<file path="src/rtl/rx_tx_pkg.sv">
// +---------------------------------------------------------------------------+
// | rx_tx_pkg : constants, state types and CRC-32 helper shared by RX/TX MACs |
// | Rev 1.0                                                                   |
// +---------------------------------------------------------------------------+
`default_nettype none

package rx_tx_pkg;

   localparam int          DATA_WIDTH     = 8;
   localparam logic [7:0]  PREAMBLE_BYTE  = 8'h55;
   localparam logic [7:0]  SFD_BYTE       = 8'hD5;
   localparam logic [31:0] CRC32_POLY     = 32'hEDB88320;
   localparam logic [31:0] CRC32_INIT     = 32'hFFFFFFFF;
   localparam logic [31:0] CRC32_CONSTANT = 32'hDEBB20E3;

   localparam int TX_MIN_FRAME_BYTES = 60;
   localparam int TX_MAX_FRAME_BYTES = 1514;
   localparam int TX_IFG_BYTES       = 12;

   typedef enum logic [2:0] {
      TX_IDLE     = 3'd0,
      TX_PREAMBLE = 3'd1,
      TX_SFD      = 3'd2,
      TX_DATA     = 3'd3,
      TX_PAD      = 3'd4,
      TX_FCS      = 3'd5,
      TX_IFG      = 3'd6
   } tx_state_t;

   // Reflected CRC-32, one bit per step, LSB of the byte first.
   function automatic logic [31:0] crc32_next(input logic [7:0] data, input logic [31:0] crc);
      logic [31:0] c;
      c = crc;
      for (int i = 0; i < 8; i++) begin
         c = (c[0] ^ data[i]) ? ((c >> 1) ^ CRC32_POLY) : (c >> 1);
      end
      return c;
   endfunction

endpackage

`default_nettype wire

</file>
<file path="src/rtl/tx_fcs_gen.sv">
// +---------------------------------------------------------------------------+
// | tx_fcs_gen : running CRC-32 register with complemented FCS byte select    |
// | Rev 1.0                                                                   |
// +---------------------------------------------------------------------------+
`default_nettype none

module tx_fcs_gen
   import rx_tx_pkg::*;
(
   input  logic                  clk_i,
   input  logic                  rst_ni,
   input  logic                  init_i,
   input  logic                  update_i,
   input  logic [DATA_WIDTH-1:0] data_i,
   input  logic [1:0]            idx_i,
   output logic [7:0]            fcs_byte_o
);

   logic [31:0] crc_q;
   logic [31:0] crc_d;

   always_comb begin
      crc_d = crc_q;
      if (init_i) begin
         crc_d = CRC32_INIT;
      end else if (update_i) begin
         crc_d = crc32_next(data_i, crc_q);
      end
   end

   always_ff @(posedge clk_i or negedge rst_ni) begin
      if (!rst_ni) begin
         crc_q <= CRC32_INIT;
      end else begin
         crc_q <= crc_d;
      end
   end

   assign fcs_byte_o = ~crc_q[{idx_i, 3'b000} +: 8];

endmodule

`default_nettype wire

</file>
<file path="src/rtl/tx_mac_control.sv">
// +---------------------------------------------------------------------------+
// | tx_mac_control : egress GMII MAC (preamble, pad, FCS, IFG, abort)         |
// | Optional: TX_STATS_EN adds internal frame/error/abort/pad counters.       |
// | Rev 1.0                                                                   |
// +---------------------------------------------------------------------------+
`default_nettype none

module tx_mac_control
   import rx_tx_pkg::*;
#(
   parameter int MIN_FRAME_BYTES = TX_MIN_FRAME_BYTES,
   parameter int MAX_FRAME_BYTES = TX_MAX_FRAME_BYTES,
   parameter int IFG_BYTES       = TX_IFG_BYTES
) (
   input  logic                  switch_clk,
   input  logic                  switch_rst_n,
   input  logic [DATA_WIDTH-1:0] frame_data_i,
   input  logic                  frame_valid_i,
   input  logic                  frame_sof_i,
   input  logic                  frame_eof_i,
   input  logic                  frame_error_i,
   output logic                  frame_ready_o,
   output logic [DATA_WIDTH-1:0] gmii_tx_data_o,
   output logic                  gmii_tx_en_o,
   output logic                  gmii_tx_er_o
);

   localparam logic [10:0] MIN_CNT  = 11'(MIN_FRAME_BYTES);
   localparam logic [10:0] MAX_CNT  = 11'(MAX_FRAME_BYTES);
   localparam logic [10:0] IFG_LAST = 11'(IFG_BYTES - 1);
   localparam logic [10:0] PRE_LAST = 11'd5;

   tx_state_t             state_q, state_d;
   logic [10:0]           count_q, count_d;
   logic [1:0]            fcs_idx_q, fcs_idx_d;
   logic                  err_q, err_d;
   logic [DATA_WIDTH-1:0] tx_data_q, tx_data_d;
   logic                  tx_en_q, tx_en_d;
   logic                  tx_er_q, tx_er_d;

   logic                  crc_init;
   logic                  crc_update;
   logic [DATA_WIDTH-1:0] crc_data;
   logic [7:0]            fcs_byte;
   logic                  w_proto_err;
   logic                  w_short;

   // Only the first accepted byte may carry sof; byte MAX+1 without eof is oversize.
   assign w_proto_err = (frame_sof_i && (count_q != 11'd0)) || (count_q >= MAX_CNT);
   assign w_short     = (count_q + 11'd1) < MIN_CNT;

   tx_fcs_gen u_fcs_gen (
      .clk_i      (switch_clk),
      .rst_ni     (switch_rst_n),
      .init_i     (crc_init),
      .update_i   (crc_update),
      .data_i     (crc_data),
      .idx_i      (fcs_idx_q),
      .fcs_byte_o (fcs_byte)
   );

   always_comb begin
      state_d       = state_q;
      count_d       = count_q;
      fcs_idx_d     = fcs_idx_q;
      err_d         = err_q;
      tx_data_d     = '0;
      tx_en_d       = 1'b0;
      tx_er_d       = 1'b0;
      crc_init      = 1'b0;
      crc_update    = 1'b0;
      crc_data      = frame_data_i;
      frame_ready_o = 1'b0;

      unique case (state_q)
         TX_IDLE: begin
            crc_init  = 1'b1;
            count_d   = '0;
            fcs_idx_d = '0;
            err_d     = 1'b0;
            if (frame_valid_i && frame_sof_i) begin
               state_d   = TX_PREAMBLE;
               tx_en_d   = 1'b1;
               tx_data_d = PREAMBLE_BYTE;
            end
         end
         TX_PREAMBLE: begin
            tx_en_d   = 1'b1;
            tx_data_d = PREAMBLE_BYTE;
            if (count_q == PRE_LAST) begin
               count_d = '0;
               state_d = TX_SFD;
            end else begin
               count_d = count_q + 11'd1;
            end
         end
         TX_SFD: begin
            tx_en_d   = 1'b1;
            tx_data_d = SFD_BYTE;
            state_d   = TX_DATA;
         end
         TX_DATA: begin
            frame_ready_o = 1'b1;
            tx_en_d       = 1'b1;
            if (!frame_valid_i || w_proto_err) begin
               tx_er_d = 1'b1;
               count_d = '0;
               state_d = TX_IFG;
            end else begin
               tx_data_d  = frame_data_i;
               crc_update = 1'b1;
               count_d    = (count_q == 11'h7FF) ? count_q : count_q + 11'd1;
               if (frame_eof_i) begin
                  err_d   = frame_error_i;
                  state_d = w_short ? TX_PAD : TX_FCS;
               end
            end
         end
         TX_PAD: begin
            tx_en_d    = 1'b1;
            crc_data   = '0;
            crc_update = 1'b1;
            count_d    = count_q + 11'd1;
            if ((count_q + 11'd1) >= MIN_CNT) begin
               state_d = TX_FCS;
            end
         end
         TX_FCS: begin
            tx_en_d   = 1'b1;
            tx_er_d   = err_q;
            tx_data_d = fcs_byte;
            fcs_idx_d = fcs_idx_q + 2'd1;
            if (fcs_idx_q == 2'd3) begin
               count_d = '0;
               state_d = TX_IFG;
            end
         end
         TX_IFG: begin
            if (count_q == IFG_LAST) begin
               count_d = '0;
               state_d = TX_IDLE;
            end else begin
               count_d = count_q + 11'd1;
            end
         end
         default: begin
            state_d = TX_IDLE;
         end
      endcase
   end

   always_ff @(posedge switch_clk or negedge switch_rst_n) begin
      if (!switch_rst_n) begin
         state_q   <= TX_IDLE;
         count_q   <= '0;
         fcs_idx_q <= '0;
         err_q     <= 1'b0;
         tx_data_q <= '0;
         tx_en_q   <= 1'b0;
         tx_er_q   <= 1'b0;
      end else begin
         state_q   <= state_d;
         count_q   <= count_d;
         fcs_idx_q <= fcs_idx_d;
         err_q     <= err_d;
         tx_data_q <= tx_data_d;
         tx_en_q   <= tx_en_d;
         tx_er_q   <= tx_er_d;
      end
   end

   assign gmii_tx_data_o = tx_data_q;
   assign gmii_tx_en_o   = tx_en_q;
   assign gmii_tx_er_o   = tx_er_q;

`ifdef TX_STATS_EN
   logic [31:0] tx_frame_count_q;
   logic [31:0] tx_error_frame_count_q;
   logic [31:0] tx_abort_count_q;
   logic [31:0] tx_pad_count_q;
   logic        w_frame_done;
   logic        w_abort;
   logic        w_pad;

   assign w_frame_done = (state_q == TX_FCS) && (fcs_idx_q == 2'd3);
   assign w_abort      = (state_q == TX_DATA) && (!frame_valid_i || w_proto_err);
   assign w_pad        = (state_q == TX_DATA) && frame_valid_i && !w_proto_err &&
                         frame_eof_i && w_short;

   always_ff @(posedge switch_clk or negedge switch_rst_n) begin
      if (!switch_rst_n) begin
         tx_frame_count_q       <= '0;
         tx_error_frame_count_q <= '0;
         tx_abort_count_q       <= '0;
         tx_pad_count_q         <= '0;
      end else begin
         if (w_frame_done)          tx_frame_count_q       <= tx_frame_count_q + 32'd1;
         if (w_frame_done && err_q) tx_error_frame_count_q <= tx_error_frame_count_q + 32'd1;
         if (w_abort)               tx_abort_count_q       <= tx_abort_count_q + 32'd1;
         if (w_pad)                 tx_pad_count_q         <= tx_pad_count_q + 32'd1;
      end
   end
`endif

endmodule

`default_nettype wire

</file>
<file path="config.mk">
export PLATFORM = sky130hd
export DESIGN_NAME = tx_mac_control
export DESIGN_NICKNAME = d
export VERILOG_FILES = /design/src/rtl/rx_tx_pkg.sv /design/src/rtl/tx_fcs_gen.sv /design/src/rtl/tx_mac_control.sv
export SDC_FILE = /design/constraint.sdc
export NUM_CORES = 1
export LEC_CHECK = 0
export ABC_CLOCK_PERIOD_IN_PS = 2880
export CAP_MARGIN = 20
export CORE_MARGIN = 2
export CORE_UTILIZATION = 35
export DETAILED_ROUTE_END_ITERATION = 16
export GPL_TIMING_DRIVEN = 0
export PLACE_DENSITY_LB_ADDON = 0.3
export SLEW_MARGIN = 10
export SYNTH_ARGS = -nofsm -noshare
export SYNTH_HDL_FRONTEND = slang
export SYNTH_SLANG_ARGS = --single-unit
</file>
<file path="constraint.sdc">
create_clock -name switch_clk -period 2.88 [get_ports switch_clk]
set_clock_uncertainty 0.05 [all_clocks]
set_input_delay 0.576 -clock switch_clk [delete_from_list [all_inputs] [get_ports switch_clk]]
set_output_delay 0.576 -clock switch_clk [all_outputs]
set_load 0.1 [all_outputs]
</file>
## Word-level counts from Yosys, hierarchy flattened

Cells that the tools add are included.

| word-level totals | value |
|---|---|
| register bits after elaboration | 59 |
| bits in latches | 0 |
| memory bits (writable) | 0 |
| ROM bits | 0 |
| bits of input ports | 14 |
| output and inout bits | 11 |
| logic and storage cells | 106 |
| memories kept | 0 |

| operators by class | value |
|---|---|
| add/subtract/negate cells | 2 |
| multipliers | 0 |
| div/mod/pow operators | 0 |
| magnitude comparators | 3 |
| equality and inequality tests | 19 |
| shifts and indexed selects | 1 |
| muxes and demuxes | 41 |
| bitwise logic cells | 17 |
| reduce and logical (&&, ||, !) cells | 15 |

Operators by type and width:

| cell | count |
|---|---|
| $mux 32 | 10 |
| $not 13->14 | 8 |
| $pmux 11 s6 | 1 |
| $mux 11 | 5 |
| $pmux 8 s5 | 1 |
| $shiftx 32x6->8 | 1 |
| $mux 3 | 7 |
| $pmux 3 s7 | 1 |
| $mux 8 | 2 |
| $ne 2x2->1 const B | 7 |
| $add 11x1->11 const B | 1 |
| $eq 11x11->1 const B | 1 |
| $eq 11x3->1 const B | 1 |
| $eq 11x4->1 const B | 1 |
| $ge 11x11->1 const B | 1 |
| $ge 11x6->1 const B | 1 |
| $lt 11x6->1 const B | 1 |
| $reduce_bool 11->1 | 1 |
| $eq 3x3->1 const B | 3 |
| $mux 1 | 8 |
| $not 8->8 | 1 |
| $pmux 1 s2 | 4 |
| $xor 1x1->1 | 8 |
| $mux 7 | 1 |
| 15 further kinds | 22 |

## Longest topological paths before layout

| logic depth | value |
|---|---|
| depth after elaboration | 20 |
| depth in mapped cells | 9 |
| gate-level depth less buffers | 8 |

## Hierarchy

A second synthesis with hierarchy kept.

| unflattened totals | value |
|---|---|
| cells, all modules | 385 |
| area, all modules | 4189.0 um^2 |

Modules (own cells, without submodules):

| module | instances | cells each | area each (um^2) | seq. area each (um^2) |
|---|---|---|---|---|
| tx_fcs_gen | 1 | 190 | 2444.8 | 840.8 |
| tx_mac_control | 1 | 195 | 1744.2 | 675.6 |

## Worst setup path before layout

No wires, ideal clock.

| timing path | value |
|---|---|
| kind | register to register |
| start point | register state_q[0] |
| end point | register count_q[7] |
| setup time | 0.082 ns |
| arrival | 2.685 ns |
| data required time | 2.748 ns |
| path slack | 0.063 ns |
| cell stages (with the launch flop) | 10 |
| buffers on the path | 2 |
| clock period less this slack | 2.817 ns |
| path through | dfrtp_1 buf_1 nor2b_1 nand2_1 inv_1 a41oi_4 and2_4 buf_6 or2_1 a31oi_1 |

| between the ends | value |
|---|---|
| longest elaborated chain between the ends | 3 |
| elaborated cells between the ends (all ways) | 11 |
| those cells by class | 7 x eq/ne; 1 x mux; 3 x reduce/logical |

RTL lines:

| element | line | source |
|---|---|---|
| start, declared | tx_mac_control.sv:33 | `tx_state_t state_q, state_d;` |
| start signal, assigned | tx_mac_control.sv:162 | `state_q <= state_d;` |
| $eq 3x3->1 (tied with other cells) | tx_mac_control.sv:75 | `unique case (state_q)` |
| $reduce_bool 6->1 (no source line) (tied with other cells) | - |  |
| $reduce_and 3->1 (no source line) | - |  |
| end signal, assigned | tx_mac_control.sv:163 | `count_q <= count_d;` |
| end, declared | tx_mac_control.sv:34 | `logic [10:0] count_q, count_d;` |

Parallel ways exist; a longest one is shown, timed or not.
A chain may end at the register's enable or synchronous reset.

## Final worst setup path

| timing path | value |
|---|---|
| start point | register count_q[6] |
| end point | register tx_data_q[3] (netlist: gmii_tx_data_o[3]) |

| between the ends | value |
|---|---|
| longest elaborated chain between the ends | 6 |
| elaborated cells between the ends (all ways) | 7 |
| those cells by class | 1 x order compare; 2 x mux; 4 x reduce/logical |

RTL lines:

| element | line | source |
|---|---|---|
| branches (longest 2 deep; another with $ge 11x11->1) | - |  |
| $logic_or 1x1->1 (*) | tx_mac_control.sv:49 | `assign w_proto_err = (frame_sof_i && (count_q != 11'd0)) \|\| (count_q >= MAX_CNT);` |
| $logic_or 1x1->1 (*) | tx_mac_control.sv:105 | `if (!frame_valid_i \|\| w_proto_err) begin` |
| $mux 8 (*) | tx_mac_control.sv:105 |  |
| $pmux 8 s5 (*) | tx_mac_control.sv:75 |  |
| net tx_data_d[3] | tx_mac_control.sv:37 | `logic [DATA_WIDTH-1:0] tx_data_q, tx_data_d;` |
| end signal, assigned | tx_mac_control.sv:166 | `tx_data_q <= tx_data_d;` |
| end, declared | tx_mac_control.sv:37 |  |

Mark *: on every way through the listed nets, which the timed path passes.

==> flow_metrics.tcl <==
set metrics [dict create \
    peakVddDrop_mv 0.209 \
    slew_headroom_pct 34.6 \
    synth.net_count 443 \
    seq_area_frac_synth_pct 36.0 \
    status "finished clean" \
    maxCapViolCount 0 \
    critPathRequiredTime_ps 3080 \
    yosysWarnings 0 \
    root_buffer "clkbuf_16" \
    hold_violations 0 \
    yosysTopAreaCell "dfstp_2" \
    min_period_ps 2720 \
    tightest_slew_ps 978 \
    synthArstFlopShare_pct 100 \
    grtUsageTotal_pct 19.2 \
    synth_flop_cell "dfstp_2" \
    cts.path.max_buffers 2 \
    fmax_ghz 0.368 \
    antenna_found_initial 0 \
    drc 0 \
    synth.top_cell.area_share_pct 19.9 \
    synth-seq-cells 59 \
    hpwl_um 8190 \
    vias 3358 \
    clock_latency_ps 340 \
    path_class "register to register" \
    wirelength_um 11400 \
    synth_edf_count 0 \
    ios 25 \
    die-area_um2 12900 \
    num_rows 40 \
    initial_core_util_pct 35.5 \
    cp.arrival_ps 2920 \
    die_x_um 114 \
    drive_gt1_share_pct 20.9 \
    critPathBufInv 2 \
    cp-end-kind "register" \
    hp-class "primary input to asynchronous set/reset pin" \
    grt_pass1_vias 3443 \
    synth_area_um2 4220 \
    synth.most_common_cell "xnor2_1" \
    ys_types 67 \
    period_share_pct 94.5 \
    antenna_left 0 \
    h-tree-depth 3 \
    slew_viol_final 0 \
    core_um2 11900 \
    firstDrtPassIters 4 \
    gr-total-overflow 0 \
    p_leak_nw 1.94 \
    crit_fanout 9 \
    clkSinkCount 59 \
    syn_area_per_cell_um2 9.94 \
    port_buffers 23 \
    routed_via_density 5.49 \
    crit_path_max_incr_delay_ps 610 \
    critPathLaunchType "register" \
    grt_max_degree 60 \
    die_height_um 114 \
    cp_slowest_cell "or4_1" \
    cts_tree "done" \
    num-nets-final 479 \
    synth_commonest_cells "xnor2_1 (52), nor2_1 (46), dfstp_2 (32), dfrtp_1 (27), a21oi_1 (24)" \
    p_per_area_nw_per_um2 516 \
    cts_hold_buf 0 \
    setup_slack_ps 159 \
    place.gp.congestion 0.855 \
    wire_per_inst_um 18.6 \
    syn2layout_area_growth_pct 17.6 \
    whs_ps 269 \
    numCtsBuffers 9 \
    crit_family "simple AND/OR/NAND/NOR gates" \
    insertedDiodeCount 0 \
    drtIter0Drc 193 \
    report.final.setup_viol 0 \
    grt_pass1_wl_um 19000 \
    synth.area.top_cells "dfstp_2 (20%), dfrtp_1 (16%), xnor2_1 (11%)" \
    crit_path_cell_trace "clkbuf_1 > or4_1 > o41ai_4 > and3_2 > buf_2 > nand2_1 > o32a_1 > nor2_1" \
    rsz0062_at_grt "false" \
    path_clk_slew_ps 50 \
    syn_inst 424 \
    dp_slack_ps -260 \
]
[worst reg2reg max path, cell delays in order (launching register included)]
cell and delay [ps]:
dfrtp_1 360, clkbuf_1 200, or4_1 610, o41ai_4 390, and3_2 240, buf_2 200
nand2_1 100, o32a_1 310, nor2_1 160
[cells in the final DEF (no fill, tap or decap), drive strengths merged, types with 4 or more instances in the layout]
cell            n
xor2           16
clkdlybuf4s50  21
nor3            9
nand3           7
clkbuf         29
nor2b           5
o22a            9
xnor2          54
or3             6
xnor3           9
dfrtp          27
mux4            8
nand2          20
dfstp          32
a41oi           4
ha              5
a21oi          24
a21o            4
nand4           4
inv            18
a211oi          6
nor2           46
buf            17
o221ai          7
o21ai          15
a31oi          16
[cell type report]
cell class / count / area, µm²
Clock buffer: 14 / 264
Buffer: 28 / 129
Tap cell: 147 / 184
Sequential cell: 59 / 1520
Clock inverter: 2 / 10.0
Timing Repair Buffer: 25 / 240
Fill cell: 1136 / 6900
Multi-Input combinational cell: 318 / 2540
Inverter: 19 / 71.3
[flip-flops by register name, summed over array words and instances (netlist names)]
register / flops
count_q: 11
err_q: 1
fcs_idx_q: 2
gmii_tx_data_o: 8
gmii_tx_en_o: 1
gmii_tx_er_o: 1
state_q: 3
u_fcs_gen.crc_q: 32
[per-layer routing]
layer  vias up  GRT usage [%]  part of all wire (%)
met1      1653           25.3                    46
met3        16           4.30                   5.1
met2        91           31.2                    48
li1       1598              -                     -
met5         -              0                     0
met4         0           7.07                   1.7
[kinds of logic after synthesis]
group | Yosys count | share of synthesized area (%)
adders and majority gates | 5 | 1.48
AOI/OAI and AO/OA | 106 | 18.8
muxes | 11 | 5.02
DFF | 59 | 36.0
and+or+nand+nor | 116 | 13.7
buffers and inverters | 47 | 4.66
xor gates and xnor gates | 80 | 20.3
[path summary, 6_finish.rpt]
path | slack (ps) | end | cells past startpoint | startpoint
setup reg to reg | 160 | gmii_tx_data_o[3] | 8 | count_q[6]
hold / removal | 270 | count_q[2] | 1 | switch_rst_n
hold reg to reg | 460 | u_fcs_gen.crc_q[31] | 2 | u_fcs_gen.crc_q[31]
min in group switch_clk | 460 | u_fcs_gen.crc_q[31] | 2 | u_fcs_gen.crc_q[31]
setup / recovery | 160 | gmii_tx_data_o[3] | 8 | count_q[6]
max in group asynchronous | 2010 | gmii_tx_data_o[0] | 1 | switch_rst_n
[power by group]
group          internal [mW]  switching (mW)
Combinational          0.322           0.304
Clock                  0.626           0.373
Sequential             0.894          0.0369
[stage by stage]
| stage | util (%) | setup TNS [ps] | cells | area (µm²) | power [mW] |
|---|---|---|---|---|---|
| after floorplan | - | 0 | 424 | 4220 | 1.41 |
| after global placement | 39.0 | -22740 | 594 | 4630 | 1.54 |
| after detailed placement | 39.0 | -865 | 594 | 4630 | 1.55 |
| after CTS | 41.3 | 0 | 610 | 4900 | 2.57 |
| after global routing | 41.8 | 0 | 612 | 4960 | 2.68 |
| final | 41.8 | 0 | 612 | 4960 | 2.56 |
[repair_timing]
item,4_1_cts,5_1_grt
resized for setup,5,9
setup endpoints to repair,1,16
buffers inserted,0,2
hold endpoints to repair,0,0
pin swaps,0,0
cloned,0,0
Note: power is estimated with default switching activity, not from simulation.
